`src/rtl/uart_pkg.sv`:
```
// Shared UART definitions: transmitter state encoding and 8N1 framing constants.
// Used by both the tx path and the existing rx path.
package uart_pkg;

    typedef enum logic [1:0] {IDLE, START, DATA, STOP} uart_tx_state_t;

    localparam int   DATA_BITS = 8;
    localparam logic START_LVL = 1'b0;
    localparam logic STOP_LVL  = 1'b1;

endpackage

```
`src/rtl/uart_tx_fifo_sync_fifo.sv`:
```
// Synchronous FIFO with first-word-fall-through read data.
// Pointers carry one extra wrap bit so full and empty are distinguishable.
module sync_fifo #(
    parameter int WIDTH = 8,
    parameter int DEPTH = 16
) (
    input  logic                   clk,
    input  logic                   Rst,
    input  logic                   push,
    input  logic                   pop,
    input  logic [WIDTH-1:0]       wdata,
    output logic [WIDTH-1:0]       rdata,
    output logic                   full,
    output logic                   empty,
    output logic [$clog2(DEPTH):0] count
);

    localparam int AW = $clog2(DEPTH);

    logic [WIDTH-1:0] mem [DEPTH];
    logic [AW:0]      wptr;
    logic [AW:0]      rptr;
    logic             do_push;
    logic             do_pop;

    assign do_push = push && !full;
    assign do_pop  = pop && !empty;

    always_ff @(posedge clk) begin
        if (Rst) begin
            wptr <= '0;
            rptr <= '0;
        end else begin
            if (do_push) wptr <= wptr + 1'b1;
            if (do_pop)  rptr <= rptr + 1'b1;
        end
    end

    // Storage is never reset; only the pointers define what is valid.
    always_ff @(posedge clk) begin
        if (do_push) mem[wptr[AW-1:0]] <= wdata;
    end

    assign rdata = mem[rptr[AW-1:0]];
    assign empty = (wptr == rptr);
    assign full  = (wptr[AW] != rptr[AW]) && (wptr[AW-1:0] == rptr[AW-1:0]);
    assign count = wptr - rptr;

endmodule

```
`src/rtl/uart_tx_fifo.sv`:
```
// 8N1 UART transmitter: bytes queue in a small FIFO and are shifted out LSB-first
// on a registered tx pin, with back-to-back frames when more bytes are waiting.
module uart_tx_fifo
    import uart_pkg::*;
#(
    parameter int CLKS_PER_BIT = 434,
    parameter int DEPTH        = 16
) (
    input  logic                   clk,
    input  logic                   Rst,
    input  logic [DATA_BITS-1:0]   tx_data,
    input  logic                   tx_valid,
    output logic                   tx_ready,
    output logic                   tx,
    output logic                   busy,
    output logic [$clog2(DEPTH):0] fifo_count
);

    localparam int                CNT_W    = $clog2(CLKS_PER_BIT);
    localparam int                IDX_W    = $clog2(DATA_BITS);
    localparam logic [CNT_W-1:0]  CNT_LAST = CNT_W'(CLKS_PER_BIT - 1);
    localparam logic [IDX_W-1:0]  BIT_LAST = IDX_W'(DATA_BITS - 1);

    uart_tx_state_t         state;
    logic [CNT_W-1:0]       baud_cnt;
    logic [IDX_W-1:0]       bit_idx;
    logic [DATA_BITS-1:0]   shift;
    logic [DATA_BITS-1:0]   fifo_rdata;
    logic                   fifo_full;
    logic                   fifo_empty;
    logic                   push;
    logic                   pop;
    logic                   baud_end;

    assign tx_ready = !fifo_full;
    assign push     = tx_valid && tx_ready;
    assign baud_end = (baud_cnt == CNT_LAST);
    // Popping at the end of STOP is what makes consecutive frames gapless.
    assign pop      = !fifo_empty && ((state == IDLE) || ((state == STOP) && baud_end));
    assign busy     = (state != IDLE) || (fifo_count != '0);

    sync_fifo #(
        .WIDTH (DATA_BITS),
        .DEPTH (DEPTH)
    ) u_fifo (
        .clk   (clk),
        .Rst   (Rst),
        .push  (push),
        .pop   (pop),
        .wdata (tx_data),
        .rdata (fifo_rdata),
        .full  (fifo_full),
        .empty (fifo_empty),
        .count (fifo_count)
    );

    always_ff @(posedge clk) begin
        if (Rst) begin
            state    <= IDLE;
            baud_cnt <= '0;
            bit_idx  <= '0;
            tx       <= STOP_LVL;
        end else begin
            case (state)
                IDLE: begin
                    baud_cnt <= '0;
                    if (pop) begin
                        state <= START;
                        tx    <= START_LVL;
                    end else begin
                        tx    <= STOP_LVL;
                    end
                end
                START: begin
                    if (baud_end) begin
                        state    <= DATA;
                        baud_cnt <= '0;
                        bit_idx  <= '0;
                        tx       <= shift[0];
                    end else begin
                        baud_cnt <= baud_cnt + 1'b1;
                    end
                end
                DATA: begin
                    if (baud_end) begin
                        baud_cnt <= '0;
                        if (bit_idx == BIT_LAST) begin
                            state <= STOP;
                            tx    <= STOP_LVL;
                        end else begin
                            bit_idx <= bit_idx + 1'b1;
                            // shift[1] becomes shift[0] on this same edge
                            tx      <= shift[1];
                        end
                    end else begin
                        baud_cnt <= baud_cnt + 1'b1;
                    end
                end
                STOP: begin
                    if (baud_end) begin
                        baud_cnt <= '0;
                        if (pop) begin
                            state <= START;
                            tx    <= START_LVL;
                        end else begin
                            state <= IDLE;
                            tx    <= STOP_LVL;
                        end
                    end else begin
                        baud_cnt <= baud_cnt + 1'b1;
                    end
                end
                default: state <= IDLE;
            endcase
        end
    end

    always_ff @(posedge clk) begin
        if (pop) begin
            shift <= fifo_rdata;
        end else if ((state == DATA) && baud_end) begin
            shift <= shift >> 1;
        end
    end

endmodule

```
`config.mk`:
```
export PLATFORM = sky130hd
export DESIGN_NAME = uart_tx_fifo
export DESIGN_NICKNAME = d
export VERILOG_FILES = /design/src/rtl/uart_pkg.sv /design/src/rtl/uart_tx_fifo_sync_fifo.sv /design/src/rtl/uart_tx_fifo.sv
export SDC_FILE = /design/constraint.sdc
export NUM_CORES = 1
export LEC_CHECK = 0
export BUFFER_PORTS_ARGS = -buffer_cell sky130_fd_sc_hd__clkbuf_2
export CAP_MARGIN = 5
export CORE_MARGIN = 2
export CORE_UTILIZATION = 47
export DETAILED_ROUTE_END_ITERATION = 10
export GPL_TIMING_DRIVEN = 0
export PLACE_DENSITY = 0.68
export SLEW_MARGIN = 30
export SYNTH_ARGS = -nofsm -noshare
export SYNTH_HDL_FRONTEND = slang
export SYNTH_SLANG_ARGS = --single-unit
```
`constraint.sdc`:
```
create_clock -name clk -period 2.25 [get_ports clk]
set_input_delay 0.45 -clock clk [delete_from_list [all_inputs] [get_ports clk]]
set_output_delay 0.45 -clock clk [all_outputs]
set_load 0.03 [all_outputs]
```
==> results of run 1 <==
==> cell type report <==
cell class              count  area (um2)
fillers                  1108        6170
flip-flops and latches    165        4680
multi-input cells         234        2350
clock buffers              19         433
repair buffers             36         275
well taps                 184         230
plain buffers              19         120
clock inverters            13        98.8
inverters                  14        57.6
==> flip-flops by register name (all words and copies together), names as in the netlist, named ones only <==
name	flops
u_fifo.mem	128
baud_cnt	9
shift	8
u_fifo.rptr	5
u_fifo.wptr	5
bit_idx	3
state	2
tx	1
==> stage by stage <==
step | setup TNS, ns | worst slack [ns] | total power [W] | instance area (um2) | hold slack [ns]
after floorplan | -0.0184 | -0.0184 | 0.00490 | 6930 | 0.433
after global placement | -46.94 | -0.871 | 0.00528 | 7240 | 0.447
after detailed placement | -31.23 | -0.405 | 0.00533 | 7280 | 0.456
after CTS | -1.05 | -0.399 | 0.00811 | 8080 | 0.424
after global routing | -1.00 | -0.421 | 0.00861 | 8250 | 0.462
final | -0.685 | -0.334 | 0.00827 | 8250 | 0.436
==> power by group through the flow <==
| stage | clock [W] | sequential [W] | combinational (W) |
|---|---|---|---|
| finish | 0.00263 | 0.00362 | 0.00203 |
| global placement | 0 | 0.00366 | 0.00162 |
| global route | 0.00280 | 0.00364 | 0.00218 |
| floorplan | 0 | 0.00365 | 0.00125 |
| CTS | 0.00266 | 0.00361 | 0.00184 |
| detailed placement | 0 | 0.00367 | 0.00167 |
==> worst paths after layout <==
path | cells past startpoint | endpoint | slack [ns]
worst max-delay path | 9 | busy | -0.33
worst min-delay path | 4 | u_fifo.wptr[3]$_SDFFE_PP0P_ | 0.44
worst max register to register | 9 | shift[1]$_DFFE_PP_ | 0.04
worst min register to register | 2 | tx$_SDFFE_PP1P_ | 0.47
==> cells in the final DEF, fill, tap and decap left out, drive strengths merged, types with 2 or more instances in the layout <==
cell type,synthesis,routed
nor3,6,6
a21oi,11,11
and3,2,2
a32oi,2,2
a211oi,2,2
dfxtp,29,29
buf,13,34
inv,14,19
mux4,26,26
and4,2,2
ha,18,18
o31ai,2,2
a21o,3,3
edfxtp,136,136
or3,3,3
nor2,34,34
o22ai,12,12
o211ai,5,5
mux2i,11,11
nand4,2,2
clkinv,0,5
clkbuf,6,40
or4,2,2
a31oi,3,3
nand2b,4,4
or2,3,3
o21ai,11,11
clkinvlp,0,3
xnor2,6,6
and2,3,3
nand3b,2,2
nor3b,2,2
nor2b,4,4
mux2,20,20
nand2,12,12
xor2,7,7
nand3,8,8
==> cells by family after synthesis <==
logic type,Yosys count
multiplexers,57
AO/OA/AOI/OAI,55
AND/OR/NAND/NOR,90
adder cells (fa/ha/maj),19
XOR/XNOR,13
buffers and inverters,33
flip-flops,165
==> synth_stat cells (3+ instances only) <==
| cell type | instances | area share [%] |
|---|---|---|
| o211ai_1 | 5 | 0.54 |
| nor2b_1 | 4 | 0.36 |
| mux2i_1 | 11 | 1.6 |
| buf_1 | 3 | 0.16 |
| inv_1 | 14 | 0.76 |
| dfxtp_1 | 29 | 8.4 |
| or3_1 | 3 | 0.27 |
| xnor2_1 | 5 | 0.63 |
| clkbuf_1 | 6 | 0.33 |
| mux2_1 | 6 | 0.98 |
| nand3_1 | 8 | 0.58 |
| buf_2 | 7 | 0.51 |
| a21o_1 | 3 | 0.33 |
| nand2_1 | 12 | 0.65 |
| o22ai_1 | 12 | 1.1 |
| ha_1 | 18 | 3.3 |
| mux4_2 | 26 | 8.5 |
| edfxtp_1 | 136 | 59 |
| nor2_1 | 34 | 1.8 |
| nand2b_1 | 4 | 0.36 |
| o21ai_0 | 11 | 0.80 |
| a31oi_1 | 3 | 0.27 |
| nor3_1 | 6 | 0.43 |
| mux2_2 | 14 | 2.3 |
| a21oi_1 | 11 | 0.80 |
| xor2_1 | 7 | 0.89 |
==> worst register-to-register path, cell delays in order, from the launching register on <==
cell	delay (ns)
dfxtp_2	0.35
inv_2	0.06
ha_4	0.22
buf_4	0.14
and4_4	0.19
and2_1	0.15
buf_4	0.16
or2_1	0.24
buf_6	0.15
mux2_1	0.32
==> per-layer routing <==
metal / part of all wire (%) / wire [um] / GRT usage, %
met5: 0 / 0 / 0
met4: 2.0 / 281 / 7.12
met3: 4.0 / 566 / 3.68
met2: 49 / 6980 / 30.0
met1: 45 / 6290 / 25.6
==> repair_timing <==
item	4_1_cts	5_1_grt
buffers inserted	4	13
hold endpoints to repair	0	0
pin swaps	8	8
gates resized for setup	63	27
endpoints found under the setup margin	145	83
==> results.sh, run 1 <==
export IMPL_fin_ws_ns=-0.334
export IMPL_avgSynthCellArea_um2=16.0
export IMPL_ys_ff_latch=165
export IMPL_synth_enable_flop_cells=136
export IMPL_num_vias=3943
export IMPL_rsz0062_at_grt="true"
export IMPL_drt_iter0_drc=284
export IMPL_p_clk_share_pct=31.8
export IMPL_nNetsFinal=517
export IMPL_gr_total_overflow=0
export IMPL_worst_pin_slew_ns=0.511
export IMPL_worstPathArrival_ns=2.13
export IMPL_fp_dieH_um=125
export IMPL_yosysSeqAreaShare_pct=67.6
export IMPL_crit_family="adder cells"
export IMPL_drive_gt1_share_pct=34.2
export IMPL_p_int_w=0.00591
export IMPL_grt_max_degree=17
export IMPL_synthFlopType="edfxtp_1"
export IMPL_synth_compound_area_share_pct=4.98
export IMPL_cts_buffers=17
export IMPL_reg2reg_from="u_fifo.rptr[2]$_SDFFE_PP0P_"
export IMPL_dp_hpwl_mm=9.12
export IMPL_setup_violations=3
export IMPL_grt_pass1_wl_mm=22.3
export IMPL_synth_xor_area_share_pct=1.76
export IMPL_finalNonFillerCells=684
export IMPL_critical_path_buf_inv_count=3
export IMPL_critPathKind="flip-flop to output pin"
export IMPL_cp_end_kind="output pin"
export IMPL_syn2layout_area_growth_pct=19.5
export IMPL_dr_pass1_iters=5
export IMPL_wire_per_inst_um=20.6
export IMPL_cts_root_buf="clkbuf_16"
export IMPL_muxShareOfSynthArea_pct=13.3
export IMPL_hp_start="tx_valid"
export IMPL_vias_per_cell=5.76
export IMPL_synth_top_family_by_area="multiplexers"
export IMPL_htree_levels=4
export IMPL_synth_simple_area_share_pct=6.67
export IMPL_path_cells="inv_4 -> ha_4 -> inv_2 -> fa_2 -> a21o_1 -> a21oi_2 -> xor2_1 -> o211ai_1 -> buf_4"
export IMPL_syn_instance_count=432
export IMPL_max_slew_margin_rel_pct=65.9
export IMPL_synth_nets=462
export IMPL_cts_clk_slew_worst_paths_ns=0.06
export IMPL_crit_slowest_cell="dfxtp_4"
export IMPL_fmax_mhz=387
export IMPL_final_util_pct=57.2
export IMPL_io_buffers=17
export IMPL_p_seq_share_pct=43.7
export IMPL_max_vdd_ir_drop_uv=577
export IMPL_dp_cells=635
export IMPL_synth_fa_ha_area_share_pct=3.55
export IMPL_synthArstFlopShare_pct=0
export IMPL_wl_mm=14.1
export IMPL_grt_pass1_vias=4043
export IMPL_ys_types=48
export IMPL_p_per_area_mw_per_mm2=1000
export IMPL_yosys_warnings=0
export IMPL_postCtsHoldBufs=0
export IMPL_timing_final_crit_share_pct=115
export IMPL_cp_max_fo=2
export IMPL_die_x_um=125
export IMPL_holdCritPathClass="primary input to flip-flop"
export IMPL_swShare_pct=28.6
export IMPL_maxSlewViolCount=0
export IMPL_period_needed_ns=2.58
export IMPL_design_die_area_mm2=0.0157
export IMPL_gp_congestion=0.787
export IMPL_clock_path_buffers=2
export IMPL_leakage_nw=2.72
export IMPL_cts_sinks=165
export IMPL_clk_latency_ns=0.42
export IMPL_num_rows=44
export IMPL_violations="negative setup slack"
export IMPL_cp_startpoint="u_fifo.wptr[0]$_SDFFE_PP0P_"
export IMPL_ant_nets=0
export IMPL_syn_area_mm2=0.00690
export IMPL_slowest_delay_ns=0.35
export IMPL_cp_start_kind="flip-flop"
export IMPL_p_switching_w=0.00237
export IMPL_outcome="finished, violations left"
export IMPL_grt_use_total_pct=18.7
export IMPL_pwr_share_comb_pct=24.6
export IMPL_start_util_pct=47.9
export IMPL_worstPathRequired_ns=1.80
export IMPL_io_pins=19
export IMPL_skew_ns=0.00772
export IMPL_cap_violations=0
export IMPL_drc_errors=0
export IMPL_hold_violations=0
export IMPL_diodes=0
export IMPL_tritoncts="done"
export IMPL_antenna_found_initial=0
export IMPL_coreArea_mm2=0.0144
Power figures use the tool's default switching activity.
==> run 2, diff against run 1 <==
--- a/config.mk
+++ b/config.mk
@@ -8,10 +8,10 @@
 export BUFFER_PORTS_ARGS = -buffer_cell sky130_fd_sc_hd__clkbuf_2
 export CAP_MARGIN = 5
 export CORE_MARGIN = 2
-export CORE_UTILIZATION = 47
+export CORE_UTILIZATION = 30
 export DETAILED_ROUTE_END_ITERATION = 10
 export GPL_TIMING_DRIVEN = 0
-export PLACE_DENSITY = 0.68
+export PLACE_DENSITY = 0.49
 export SLEW_MARGIN = 30
 export SYNTH_ARGS = -nofsm -noshare
 export SYNTH_HDL_FRONTEND = slang
==> run 2 against run 1 <==
Against the previous run: the run still ends with negative setup slack left; hold slack worse by 0.018 ns; final cell count is 14% higher; core utilization is 20 points lower; clock power is 2% higher; sequential cell count stayed put; routed wire length is 5.5% higher; clock skew is 0.0096 ns higher; sequential share of layout area is 0.89 points lower; critical path depth stayed put; fmax is 0.79% lower; design area is 1.5% higher; critical endpoint unchanged.
==> results.sh, run 2 (same netlist as run 1, synthesis figures left out) <==
export IMPL_cp_start_kind="flip-flop"
export IMPL_grt_pass1_wl_mm=22.9
export IMPL_dp_hpwl_mm=9.95
export IMPL_ant_nets=0
export IMPL_hold_violations=0
export IMPL_rsz0062_at_grt="true"
export IMPL_timing_final_crit_share_pct=116
export IMPL_finalNonFillerCells=781
export IMPL_mostFrequentLayoutCell="edfxtp_1"
export IMPL_fp_dieH_um=156
export IMPL_dr_pass1_iters=4
export IMPL_maxSlewViolCount=0
export IMPL_cts_sinks=165
export IMPL_holdCritPathClass="primary input to flip-flop"
export IMPL_grt_use_met2_pct=21.6
export IMPL_wl_mm=14.9
export IMPL_die_x_um=156
export IMPL_vias_per_cell=4.88
export IMPL_cp_max_fo=2
export IMPL_syn2layout_area_growth_pct=21.4
export IMPL_grt_use_total_pct=13.0
export IMPL_drc_errors=0
export IMPL_max_slew_margin_rel_pct=63.8
export IMPL_cts_root_buf="clkbuf_16"
export IMPL_leakage_nw=2.71
export IMPL_grt_pass1_vias=3873
export IMPL_gr_total_overflow=0
export IMPL_critPathKind="flip-flop to output pin"
export IMPL_tritoncts="done"
export IMPL_p_per_area_mw_per_mm2=994
export IMPL_nNetsFinal=514
export IMPL_cp_end_kind="output pin"
export IMPL_cts_clk_slew_worst_paths_ns=0.06
export IMPL_drt_iter0_drc=245
export IMPL_period_needed_ns=2.60
export IMPL_whs_ns=0.419
export IMPL_diodes=0
export IMPL_wire_per_inst_um=19.1
export IMPL_antenna_found_initial=0
export IMPL_start_util_pct=30.5
export IMPL_num_vias=3815
export IMPL_dp_cells=736
export IMPL_setup_violations=3
export IMPL_max_vdd_ir_drop_uv=480
export IMPL_gp_congestion=0.807
export IMPL_final_setup_tns_ns=-0.732
export IMPL_design_die_area_mm2=0.0242
export IMPL_violations="negative setup slack"
export IMPL_fmax_mhz=384
export IMPL_skew_ns=0.0173
export IMPL_num_rows=55
export IMPL_cap_violations=0
export IMPL_p_total_w=0.00833
export IMPL_fin_ws_ns=-0.354
export IMPL_layout_common_cells="136 x edfxtp_1, 26 x mux4_2, 24 x dfxtp_1"
export IMPL_drive_gt1_share_pct=32.7
export IMPL_io_pins=19
export IMPL_grt_max_degree=17
export IMPL_outcome="finished, violations left"
export IMPL_clk_latency_ns=0.44
export IMPL_worst_pin_slew_ns=0.543
export IMPL_worstPathRequired_ns=1.80
export IMPL_coreArea_mm2=0.0226
export IMPL_cts_buffers=17
export IMPL_io_buffers=17
export IMPL_gr_usage_met1_pct=16.1
export IMPL_htree_levels=4
export IMPL_worstPathArrival_ns=2.15
export IMPL_largest_reg_flops=128
export IMPL_clock_path_buffers=2
export IMPL_busiest_layer="met2"
export IMPL_met3_usage_pct=3.17
export IMPL_fillers=2077
==> run 2: cell count changes in the layout (fill, tap and decap cells not counted), moves of 2 or more <==
cell	delta
dfxtp_1	+2
buf_4	-6
buf_8	-2
clkinv_1	+3
buf_6	+3
nand2_2	+2
inv_6	-2
buf_2	-2
dfxtp_2	-2
clkbuf_4	+3
==> run 2: repair_timing <==
| item | 4_1_cts | 5_1_grt |
|---|---|---|
| pin swaps | 9 | 10 |
| hold endpoints to repair | 0 | 0 |
| buffers inserted | 7 | 6 |
| hold buffers | 0 | 0 |
| setup endpoints to repair | 148 | 70 |
| resized for setup | 70 | 26 |
| gates cloned | 0 | 1 |
==> run 2: where the power goes <==
group | leakage (nW) | total [W] | internal, W | switching [W]
combinational | 0.981 | 0.00203 | 0.000948 | 0.00108
clock | 0.255 | 0.00267 | 0.00151 | 0.00117
sequential | 1.47 | 0.00362 | 0.00353 | 0.0000898
==> run 2: metrics by stage <==
stage               util [%]  worst slack (ns)  area [um2]
global route            37.0            -0.473        8380
floorplan                  -           -0.0184        6930
CTS                     36.5            -0.421        8260
finish                  37.0            -0.354        8380
global placement        32.6            -0.886        7370
detailed placement      32.7            -0.508        7400
==> run 2: cell type report <==
cell class | count | area (um2) | share of cell area (%)
timing repair buffer | 33 | 258 | 3.08
clock inverter | 13 | 109 | 1.30
inverter | 14 | 57.6 | 0.687
clock buffer | 18 | 429 | 5.12
multi-input combinational | 234 | 2350 | 28.1
buffer | 19 | 138 | 1.64
tap | 285 | 357 | 4.26
sequential | 165 | 4680 | 55.9
==> run 2: worst max-delay path, stage by stage (launching register included) <==
cell and delay, ns:
dfxtp_4 0.35, inv_4 0.06, ha_4 0.12, inv_2 0.04, fa_2 0.33, a21o_1 0.17, a21oi_2 0.15, xor2_1 0.21
o211ai_1 0.12, buf_4 0.18
==> run 2: layer usage <==
metal	vias up	part of all wire [%]
met1	1935	43
met3	24	4.0
li1	1776	-
met4	0	1.9
met5	-	0
met2	80	51
==> run 2: final timing paths <==
path,startpoint,end,slack [ns],depth (start not counted)
worst min-delay path,tx_valid,u_fifo.wptr[3]$_SDFFE_PP0P_,0.42,4
worst max-delay path,u_fifo.wptr[0]$_SDFFE_PP0P_,busy,-0.35,9
worst max register to register,u_fifo.rptr[2]$_SDFFE_PP0P_,shift[3]$_DFFE_PP_,0.05,9
worst min register to register,tx$_SDFFE_PP1P_,tx$_SDFFE_PP1P_,0.47,2
